### config.mk
export PLATFORM = sky130hd
export DESIGN_NAME = dec_cfg_loader
export DESIGN_NICKNAME = d
export VERILOG_FILES = /design/src/rtl/dec_cfg_loader.sv
export SDC_FILE = /design/constraint.sdc
export NUM_CORES = 1
export LEC_CHECK = 0
export BUFFER_PORTS_ARGS = -buffer_cell sky130_fd_sc_hd__buf_4
export CAP_MARGIN = 10
export CORE_MARGIN = 3
export CORE_UTILIZATION = 49
export DETAILED_ROUTE_END_ITERATION = 10
export PLACE_DENSITY = 0.8
export SLEW_MARGIN = 20
export SYNTH_ARGS = -nofsm -noshare
export SYNTH_HDL_FRONTEND = slang
export SYNTH_SLANG_ARGS = --single-unit
### constraint.sdc
create_clock -name clk -period 3.2 [get_ports clk]
set_clock_uncertainty 0.05 [all_clocks]
set_input_delay 0.16 -clock clk [delete_from_list [all_inputs] [get_ports clk]]
set_output_delay 0.16 -clock clk [all_outputs]
set_load 0.1 [all_outputs]
### src/rtl/dec_cfg_loader.sv
// dec_cfg_loader
// Configuration master for the semaphore controller `dec`. After reset it
// loads the four divisor-RAM words, writes the initial divisor register and
// enables the semaphore. Once running, it serves divisor-change requests over
// a req/ack handshake and periodically reads status register 3.
//
// Ports
//   clk          rising-edge clock
//   clrn         asynchronous active-low reset
//   start        boot request (AUTO_START=0) or reconfigure request from RUN
//   div_req      divisor-change request level, held until div_ack
//   div_val      requested divisor index
//   div_ack      one-cycle pulse, coincident with the reg-1 write
//   poll_en      enables periodic status polling
//   status       last value captured from reg 3
//   status_vld   one-cycle pulse when status updates
//   busy         high in every state except IDLE and RUN
//   done         high while in RUN
//   ctl_wr/ctl_rd/ctl_addr/ctl_wrdata/ctl_rddata   register port of `dec`
//   ram_wr/ram_addr/ram_wrdata                     divisor RAM port of `dec`
module dec_cfg_loader #(
    parameter logic [31:0] INIT_W0     = 32'h0A3C5032,
    parameter logic [31:0] INIT_W1     = 32'h0A1E0A64,
    parameter logic [31:0] INIT_W2     = 32'h0A1E281E,
    parameter logic [31:0] INIT_W3     = 32'h0A463214,
    parameter logic [1:0]  INIT_DIV    = 2'd0,
    parameter bit          AUTO_START  = 1'b1,
    parameter int unsigned POLL_PERIOD = 16
) (
    input  logic        clk,
    input  logic        clrn,
    input  logic        start,
    input  logic        div_req,
    input  logic [1:0]  div_val,
    output logic        div_ack,
    input  logic        poll_en,
    output logic [31:0] status,
    output logic        status_vld,
    output logic        busy,
    output logic        done,
    output logic        ctl_wr,
    output logic        ctl_rd,
    output logic [1:0]  ctl_addr,
    output logic [31:0] ctl_wrdata,
    input  logic [31:0] ctl_rddata,
    output logic        ram_wr,
    output logic [1:0]  ram_addr,
    output logic [31:0] ram_wrdata
);

    localparam logic [15:0] POLL_LAST = 16'(POLL_PERIOD - 1);

    typedef enum logic [3:0] {
        IDLE,
        RAM_WR,
        DIV_WR,
        EN_WR,
        GAP,
        RUN,
        UPD_WR,
        POLL_RD,
        POLL_CAP
    } state_t;

    state_t      state, state_nx;
    state_t      ret, ret_nx;
    logic [1:0]  idx, idx_nx;
    logic [15:0] timer, timer_nx;
    logic        poll_pend, poll_pend_nx;
    logic        timer_hit;

    logic        div_ack_nx, status_vld_nx, busy_nx, done_nx;
    logic        ctl_wr_nx, ctl_rd_nx, ram_wr_nx;
    logic [1:0]  ctl_addr_nx, ram_addr_nx;
    logic [31:0] ctl_wrdata_nx, ram_wrdata_nx;

    function automatic logic [31:0] init_word(input logic [1:0] i);
        case (i)
            2'd0:    return INIT_W0;
            2'd1:    return INIT_W1;
            2'd2:    return INIT_W2;
            default: return INIT_W3;
        endcase
    endfunction

    // The timer reaching its last count in RUN counts as a pending poll in the
    // same cycle, so the read issues right after the last period cycle.
    assign timer_hit = (state == RUN) && poll_en && (timer == POLL_LAST);

    // Next-state logic. Every strobe state goes through GAP; `ret` remembers
    // where GAP should continue.
    always_comb begin
        state_nx = state;
        ret_nx   = ret;
        idx_nx   = idx;
        case (state)
            IDLE: begin
                if (AUTO_START || start) begin
                    state_nx = RAM_WR;
                    idx_nx   = 2'd0;
                end
            end
            RAM_WR: begin
                state_nx = GAP;
                ret_nx   = (idx == 2'd3) ? DIV_WR : RAM_WR;
                idx_nx   = idx + 2'd1;
            end
            DIV_WR: begin
                state_nx = GAP;
                ret_nx   = EN_WR;
            end
            EN_WR, UPD_WR: begin
                state_nx = GAP;
                ret_nx   = RUN;
            end
            GAP:      state_nx = ret;
            RUN: begin
                if (start) begin
                    state_nx = RAM_WR;
                    idx_nx   = 2'd0;
                end else if (div_req) begin
                    state_nx = UPD_WR;
                end else if (poll_pend || timer_hit) begin
                    state_nx = POLL_RD;
                end
            end
            POLL_RD:  state_nx = POLL_CAP;
            POLL_CAP: state_nx = RUN;
            default:  state_nx = IDLE;
        endcase
    end

    // Poll timer and pending flag. The timer only runs while staying in RUN
    // with polling enabled; the pending flag survives poll_en dropping so a
    // scheduled read always completes, but a reboot discards it.
    always_comb begin
        timer_nx     = 16'd0;
        poll_pend_nx = poll_pend;
        if ((state == RUN) && (state_nx == RUN) && poll_en && !timer_hit) begin
            timer_nx = timer + 16'd1;
        end
        if ((state_nx == POLL_RD) || ((state == RUN) && start)) begin
            poll_pend_nx = 1'b0;
        end else if (timer_hit) begin
            poll_pend_nx = 1'b1;
        end
    end

    // Outputs are decoded from the state being entered and then registered,
    // so each bus is valid for exactly the cycle its state is occupied.
    always_comb begin
        ram_wr_nx     = 1'b0;
        ram_addr_nx   = 2'd0;
        ram_wrdata_nx = 32'd0;
        ctl_wr_nx     = 1'b0;
        ctl_rd_nx     = 1'b0;
        ctl_addr_nx   = 2'd0;
        ctl_wrdata_nx = 32'd0;
        div_ack_nx    = 1'b0;
        status_vld_nx = 1'b0;
        busy_nx       = (state_nx != IDLE) && (state_nx != RUN);
        done_nx       = (state_nx == RUN);
        case (state_nx)
            RAM_WR: begin
                ram_wr_nx     = 1'b1;
                ram_addr_nx   = idx_nx;
                ram_wrdata_nx = init_word(idx_nx);
            end
            DIV_WR: begin
                ctl_wr_nx     = 1'b1;
                ctl_addr_nx   = 2'd1;
                ctl_wrdata_nx = {30'd0, INIT_DIV};
            end
            EN_WR: begin
                ctl_wr_nx     = 1'b1;
                ctl_addr_nx   = 2'd0;
                ctl_wrdata_nx = 32'd1;
            end
            UPD_WR: begin
                ctl_wr_nx     = 1'b1;
                ctl_addr_nx   = 2'd1;
                ctl_wrdata_nx = {30'd0, div_val};
                div_ack_nx    = 1'b1;
            end
            POLL_RD: begin
                ctl_rd_nx   = 1'b1;
                ctl_addr_nx = 2'd3;
            end
            POLL_CAP: status_vld_nx = 1'b1;
            default: ;
        endcase
    end

    // State, bookkeeping and registered outputs. Read data is valid on the
    // edge that ends the POLL_RD cycle, so it is captured there.
    always_ff @(posedge clk or negedge clrn) begin
        if (!clrn) begin
            state      <= IDLE;
            ret        <= IDLE;
            idx        <= 2'd0;
            timer      <= 16'd0;
            poll_pend  <= 1'b0;
            ram_wr     <= 1'b0;
            ram_addr   <= 2'd0;
            ram_wrdata <= 32'd0;
            ctl_wr     <= 1'b0;
            ctl_rd     <= 1'b0;
            ctl_addr   <= 2'd0;
            ctl_wrdata <= 32'd0;
            div_ack    <= 1'b0;
            status     <= 32'd0;
            status_vld <= 1'b0;
            busy       <= 1'b0;
            done       <= 1'b0;
        end else begin
            state      <= state_nx;
            ret        <= ret_nx;
            idx        <= idx_nx;
            timer      <= timer_nx;
            poll_pend  <= poll_pend_nx;
            ram_wr     <= ram_wr_nx;
            ram_addr   <= ram_addr_nx;
            ram_wrdata <= ram_wrdata_nx;
            ctl_wr     <= ctl_wr_nx;
            ctl_rd     <= ctl_rd_nx;
            ctl_addr   <= ctl_addr_nx;
            ctl_wrdata <= ctl_wrdata_nx;
            div_ack    <= div_ack_nx;
            status_vld <= status_vld_nx;
            busy       <= busy_nx;
            done       <= done_nx;
            if (state == POLL_RD) begin
                status <= ctl_rddata;
            end
        end
    end

endmodule

======== After elaboration in Yosys (flattened, before gate mapping) ========
Index checks and enable logic that the tools add are counted.
word-level totals
  register bits after elaboration ......... 134
  output and inout bits ................... 107
  logic and storage cells ................. 79
  input bits .............................. 39
cells by class
  equal/unequal tests ..................... 20
  muxes and demuxes ....................... 21
  reductions and logical operators ........ 19
  add/sub/neg operators ................... 2
operators by type and width
  kind                                                   number
  case mux 23 bit (3 select lines)                       1
  equality test 4 x 3 -> 1 bit (second input constant)   7
  two-way mux 28 bit                                     1
  case mux 4 bit (6 select lines)                        1
  adder 16 x 1 -> 16 bit (second input constant)         1
  equality test 16 x 4 -> 1 bit (second input constant)  1
  equality test 4 x 2 -> 1 bit (second input constant)   4
  two-way mux 16 bit                                     1
  two-way mux 4 bit                                      3
  case mux 4 bit (3 select lines)                        1
  equality test 4 x 1 -> 1 bit (second input constant)   2
  equality test 4 bit (second input constant)            2
  case mux 2 bit (2 select lines)                        2
  logical AND 1 bit                                      7
  two-way mux 1 bit                                      7
  two-way mux 2 bit                                      3
  case mux 2 bit (3 select lines)                        1
  equality test 2 bit (second input constant)            2
  logical NOT 4 bit                                      1
  != test 4 x 3 -> 1 bit (second input constant)         1
  nonzero test 4 bit                                     1
  OR reduction 2 bit                                     2
  OR reduction 4 bit                                     1
  nonzero test 3 bit                                     1
  other kinds (7)                                        8

======== Depth between registers and ports, before layout ========
  depth in word-level cells ............... 13
  mapped depth ............................ 9
  gate-level depth less buffers ........... 8

======== Worst setup path before layout ========
No wires, ideal clock.
  path kind ............................... register to register
  start ................................... reg state[1]
  end ..................................... reg timer[13]
  stages on the path, launching flop included .. 9
  clock period less this slack ............ 2.239 ns
  setup time .............................. 0.069 ns
  required time ........................... 3.081 ns
  arrival time ............................ 2.120 ns
  path slack .............................. 0.961 ns
  path buffers ............................ 3
  cells stage by stage .................... dfrtp_1 -> buf_6 -> or4b_4 -> o31ai_4 -> a21bo_4 -> or3_1 -> buf_6 -> buf_12 -> nor2_4
between the ends
  cells in the longest elaborated chain, start to end .. 13
ends and longest elaborated chain
  element                              RTL line  RTL
  start, declared                      65        state_t state, state_nx;
  start signal, assigned               216       state <= state_nx;
  equality test 4 x 3 -> 1 bit         88, 96
  logical AND 1 bit (2 in a row)       88        assign timer_hit = (state == RUN) && poll_en && (timer == POLL_LAST);
  logical OR 1 bit                     123       end else if (poll_pend || timer_hit) begin
  two-way mux 4 bit                    123
  two-way mux 4 bit                    121       end else if (div_req) begin
  two-way mux 4 bit                    118       if (start) begin
  case mux 4 bit (6 select lines) (*)  96        case (state)
  via state_nx[2]                      65
  equality test 4 x 3 -> 1 bit (*)     139       if ((state == RUN) && (state_nx == RUN) && poll_en && !timer_hit) begin
  logical AND 1 bit (*) (3 in a row)   139
  two-way mux 16 bit (*)               139
  via timer_nx[13]                     68        logic [15:0] timer, timer_nx;
  end signal, assigned                 219       timer <= timer_nx;
  end, declared                        68
Mark *: on every way through the listed nets, which the timed path passes. The rest lies on a longest branch.
A chain may end at the register's enable or synchronous reset.

======== Final worst setup path ========
  start ................................... reg state[0]
  end ..................................... reg timer[15]
The elaborated chain is that of the path after synthesis.

==> impl_summary.md <==
Timing
The timing-limited maximum frequency is 367.3 MHz. The period utilization is 0.8508. The minimum period implied by the final worst setup slack is 2.723 ns. At the pin with the least slew margin, the transition time is 0.7244 ns. Setup repair after global routing left no endpoint under its margin.

The setup TNS after final layout is 0 ns. The number of max-slew violations in the final report was 0. Measured against its own limit, the worst slew margin works out to 0.5120.

The total setup violations reported at the end of the flow is 0. The final hold violation count came to 0.

GRT
Global routing finished with a remaining overflow of 0. In the global route stage, overall resource usage came out at 0.1974. The maximum number of pins on one net before global-route repair is 84.

The initial antenna violation count is 0. The first-pass GRT wire length is 13860 um. The number of global-route vias before repair is 3030.

Critical path
STA classifies the critical path startpoint as a flop. The worst-case reg-to-reg path depth is 6. The worst register-to-register path begins at state[0]$_DFF_PN0_. The capture instance of the worst register-to-register path is timer[15]$_DFF_PN0_. The worst setup path is of the reg -> reg kind.

STA puts the critical path data required time at 3.43 ns. The reg2reg setup slack is 0.48 ns. The type of destination of the critical path is a flop.

The maximum fanout along the worst path is 16. The arrival time of the worst setup path is 2.96 ns.

Hold path
The worst hold path begins at div_val[0]. The hold path depth is 3. For hold timing, the worst endpoint is ctl_wrdata[0]$_DFF_PN0_.

The worst min-delay path category is in -> reg.

Floorplanning
The placeable core area is 7486 um2. The width of the die is 95.13 um. The area of the die is 9050 um2. During I/O placement, the number of pins put on the boundary was 146. The die extent in y is 95.13 um.

The total number of placement rows is 31. The starting density of the core is 0.5200.

Synth
The dominant register cell in the synthesized netlist is sky130_fd_sc_hd__dfrtp_1. The share of synthesized area in the top cell type comes to 0.5336. The post-synthesis instance total is 398.

The count of warnings emitted by yosys is 0. The async set or reset register ratio after synthesis is 1.000. Yosys mapped the design onto 45 distinct sky130hd cell types.

Of all cell types, the one taking the most synthesized area is sky130_fd_sc_hd__dfrtp_1. Sorting the synthesized cells by how often they occur yields 106 x sky130_fd_sc_hd__nand2_1, 83 x sky130_fd_sc_hd__dfrtp_1, 50 x sky130_fd_sc_hd__buf_4. In this run the mean area of a mapped cell was 9.780 um2.

The sequential fraction of the synthesis area is 0.5336. After synthesis the cells add up to 3892 um2. Ranked by total cell area, the synthesized netlist is headed by sky130_fd_sc_hd__dfrtp_1 53%, sky130_fd_sc_hd__nand2_1 10%, sky130_fd_sc_hd__buf_4 9.6%. The count of flip-flops with a built-in enable after synthesis is 0. The synthesized design contains 83 register bits.

The most common cell in the synthesized netlist is sky130_fd_sc_hd__nand2_1.

Routing
The initial DRC count is 192. The routed wire length per instance is 13.75 um. The final route contains 3021 vias. The total detailed-routing wirelength is 8665 um. The DRC violations left is 0. The first-pass detailed-route iteration total is 4. The routed via count divided by cell count is 4.795. The count of nets left with antenna violations once routing finished came out at 0.

Clock tree
The clock insertion delay at the later pin of the skew report is 0.37 ns. The count of clock tree sinks is 83. The number of clock buffers added by TritonCTS is 9. Post-CTS repair changed the size of 0 cells. The level count of the clock H-tree is 3. After clock tree synthesis, the clock-pin slew on the worst setup and hold paths is 0.09 ns. CTS placed an instance of sky130_fd_sc_hd__clkbuf_8 at the clock tree root.

The number of buffers between clock root and the deepest sink is 2. TritonCTS built the clock tree.

Finish
0 antenna diodes ended up in the layout. The number of nets in the layout is 573. The share of layout cells above drive strength 1 is 0.2542. The relative area change from synthesis to final layout is 29.19%. At the end of the flow the core is filled with cells to 0.6717. The number of filler instances in the final layout is 549.

Placement
The HPWL after detailed placement is 5671 um. The total of buffers placed on input and output ports is 102. The final weighted congestion of routability-driven global placement is 0.8320.

Status
The run finished with clean final reports.

Run
The max-cap violation count is 0.
-- repair_timing --
action / 4_1_cts / 5_1_grt
endpoints found under the setup margin: 0 / 0
hold buffers: 34 / 0
hold endpoints to repair: 116 / 0
buffers inserted: 0 / 0
-- layer usage --
layer / vias to the layer above / part of all wire / wire (um) / track usage
li1: 1432 / - / - / -
met1: 1441 / 0.40 / 3462 / 0.2442
met2: 132 / 0.49 / 4250 / 0.3155
met3: 16 / 0.090 / 777 / 0.06867
met4: 0 / 0.020 / 175 / 0.08053
met5: - / 0 / 0 / 0
-- how the worst max path moves through the flow --
stage,startpoint,endpoint,slack (ns),cells after the start
finish,state[0]$_DFF_PN0_,timer[15]$_DFF_PN0_,0.48,6
floorplan,state[1]$_DFF_PN0_,timer[13]$_DFF_PN0_,0.96,8
global placement,state[0]$_DFF_PN0_,timer[15]$_DFF_PN0_,0.61,6
detailed placement,state[0]$_DFF_PN0_,timer[15]$_DFF_PN0_,0.51,6
global route,state[0]$_DFF_PN0_,timer[15]$_DFF_PN0_,0.37,6
CTS,state[0]$_DFF_PN0_,timer[15]$_DFF_PN0_,0.47,6
-- area by class of cell --
type                       count  area [um2]  area share
timing repair buffer         139        1132      0.2252
clock buffer                   9       123.9     0.02463
clock inverter                 7       58.81     0.01169
inverter                       9       33.78    0.006718
multi-input combinational    284        1479      0.2941
tap                           99       123.9     0.02463
sequential                    83        2077      0.4130
-- registers in the layout, indices dropped and copies added, names as in the netlist --
name / count
status: 32
timer: 16
ram_wrdata: 14
state: 4
ret: 3
ctl_addr: 2
ctl_wrdata: 2
idx: 2
busy: 1
ctl_rd: 1
ctl_wr: 1
div_ack: 1
done: 1
poll_pend: 1
ram_addr: 1
status_vld: 1
-- per-stage QoR --
step	setup slack [ns]	cells	hold WS, ns	cell area, um2
finish	0.4775	630	0.01750	5029
global route	0.3660	630	0.03954	5029
CTS	0.4704	630	0.01496	5025
detailed placement	0.5094	580	0.3048	4502
global placement	0.6078	580	0.2982	4502
floorplan	0.9608	440	-0.1856	4050
-- worst max-delay path: stages (launching register included) --
cell and delay [ns]:
sky130_fd_sc_hd__dfrtp_1 0.55, sky130_fd_sc_hd__or4b_4 0.62, sky130_fd_sc_hd__o31ai_4 0.12, sky130_fd_sc_hd__a21bo_4 0.30, sky130_fd_sc_hd__or3_1 0.56, sky130_fd_sc_hd__buf_4 0.29, sky130_fd_sc_hd__nor2_1 0.14
-- cell usage in the layout (no fill, tap or decap), drive strengths merged --
cell type | Yosys | routed
o211a | 1 | 1
nor4 | 5 | 5
a21bo | 1 | 1
clkinv | 1 | 2
nor4bb | 1 | 1
and4b | 1 | 1
nor3b | 1 | 1
conb | 1 | 43
a21oi | 6 | 6
nor2 | 42 | 42
o21ai | 8 | 8
a21boi | 1 | 1
nand4 | 3 | 3
nand2 | 106 | 106
or2 | 1 | 1
or4b | 1 | 1
xor2 | 7 | 7
nand3 | 10 | 10
clkbuf | 9 | 9
o211ai | 1 | 1
ha | 8 | 8
dfrtp | 83 | 83
a311oi | 1 | 1
nor3 | 4 | 4
and4 | 3 | 3
o31ai | 2 | 2
buf | 55 | 105
clkinvlp | 0 | 1
nand2b | 2 | 2
xnor2 | 8 | 8
or3 | 1 | 1
a32oi | 1 | 1
a211oi | 1 | 1
dlygate4sd3 | 0 | 34
and3 | 7 | 7
and2 | 3 | 3
inv | 8 | 13
nor2b | 4 | 4
-- kinds of logic after synthesis --
family,Yosys count,share of synthesized area
AO/OA/AOI/OAI,23,0.04243
XOR/XNOR,15,0.03375
adder cells (fa/ha/maj),8,0.02572
buffers and inverters,73,0.1270
flip-flops,83,0.5336
other,1,0.0009634
AND/OR/NAND/NOR,195,0.2366
Power is left out: the tool's default activity adds up to more than one toggle a clock period on the data nets, which glitch-free logic cannot reach.
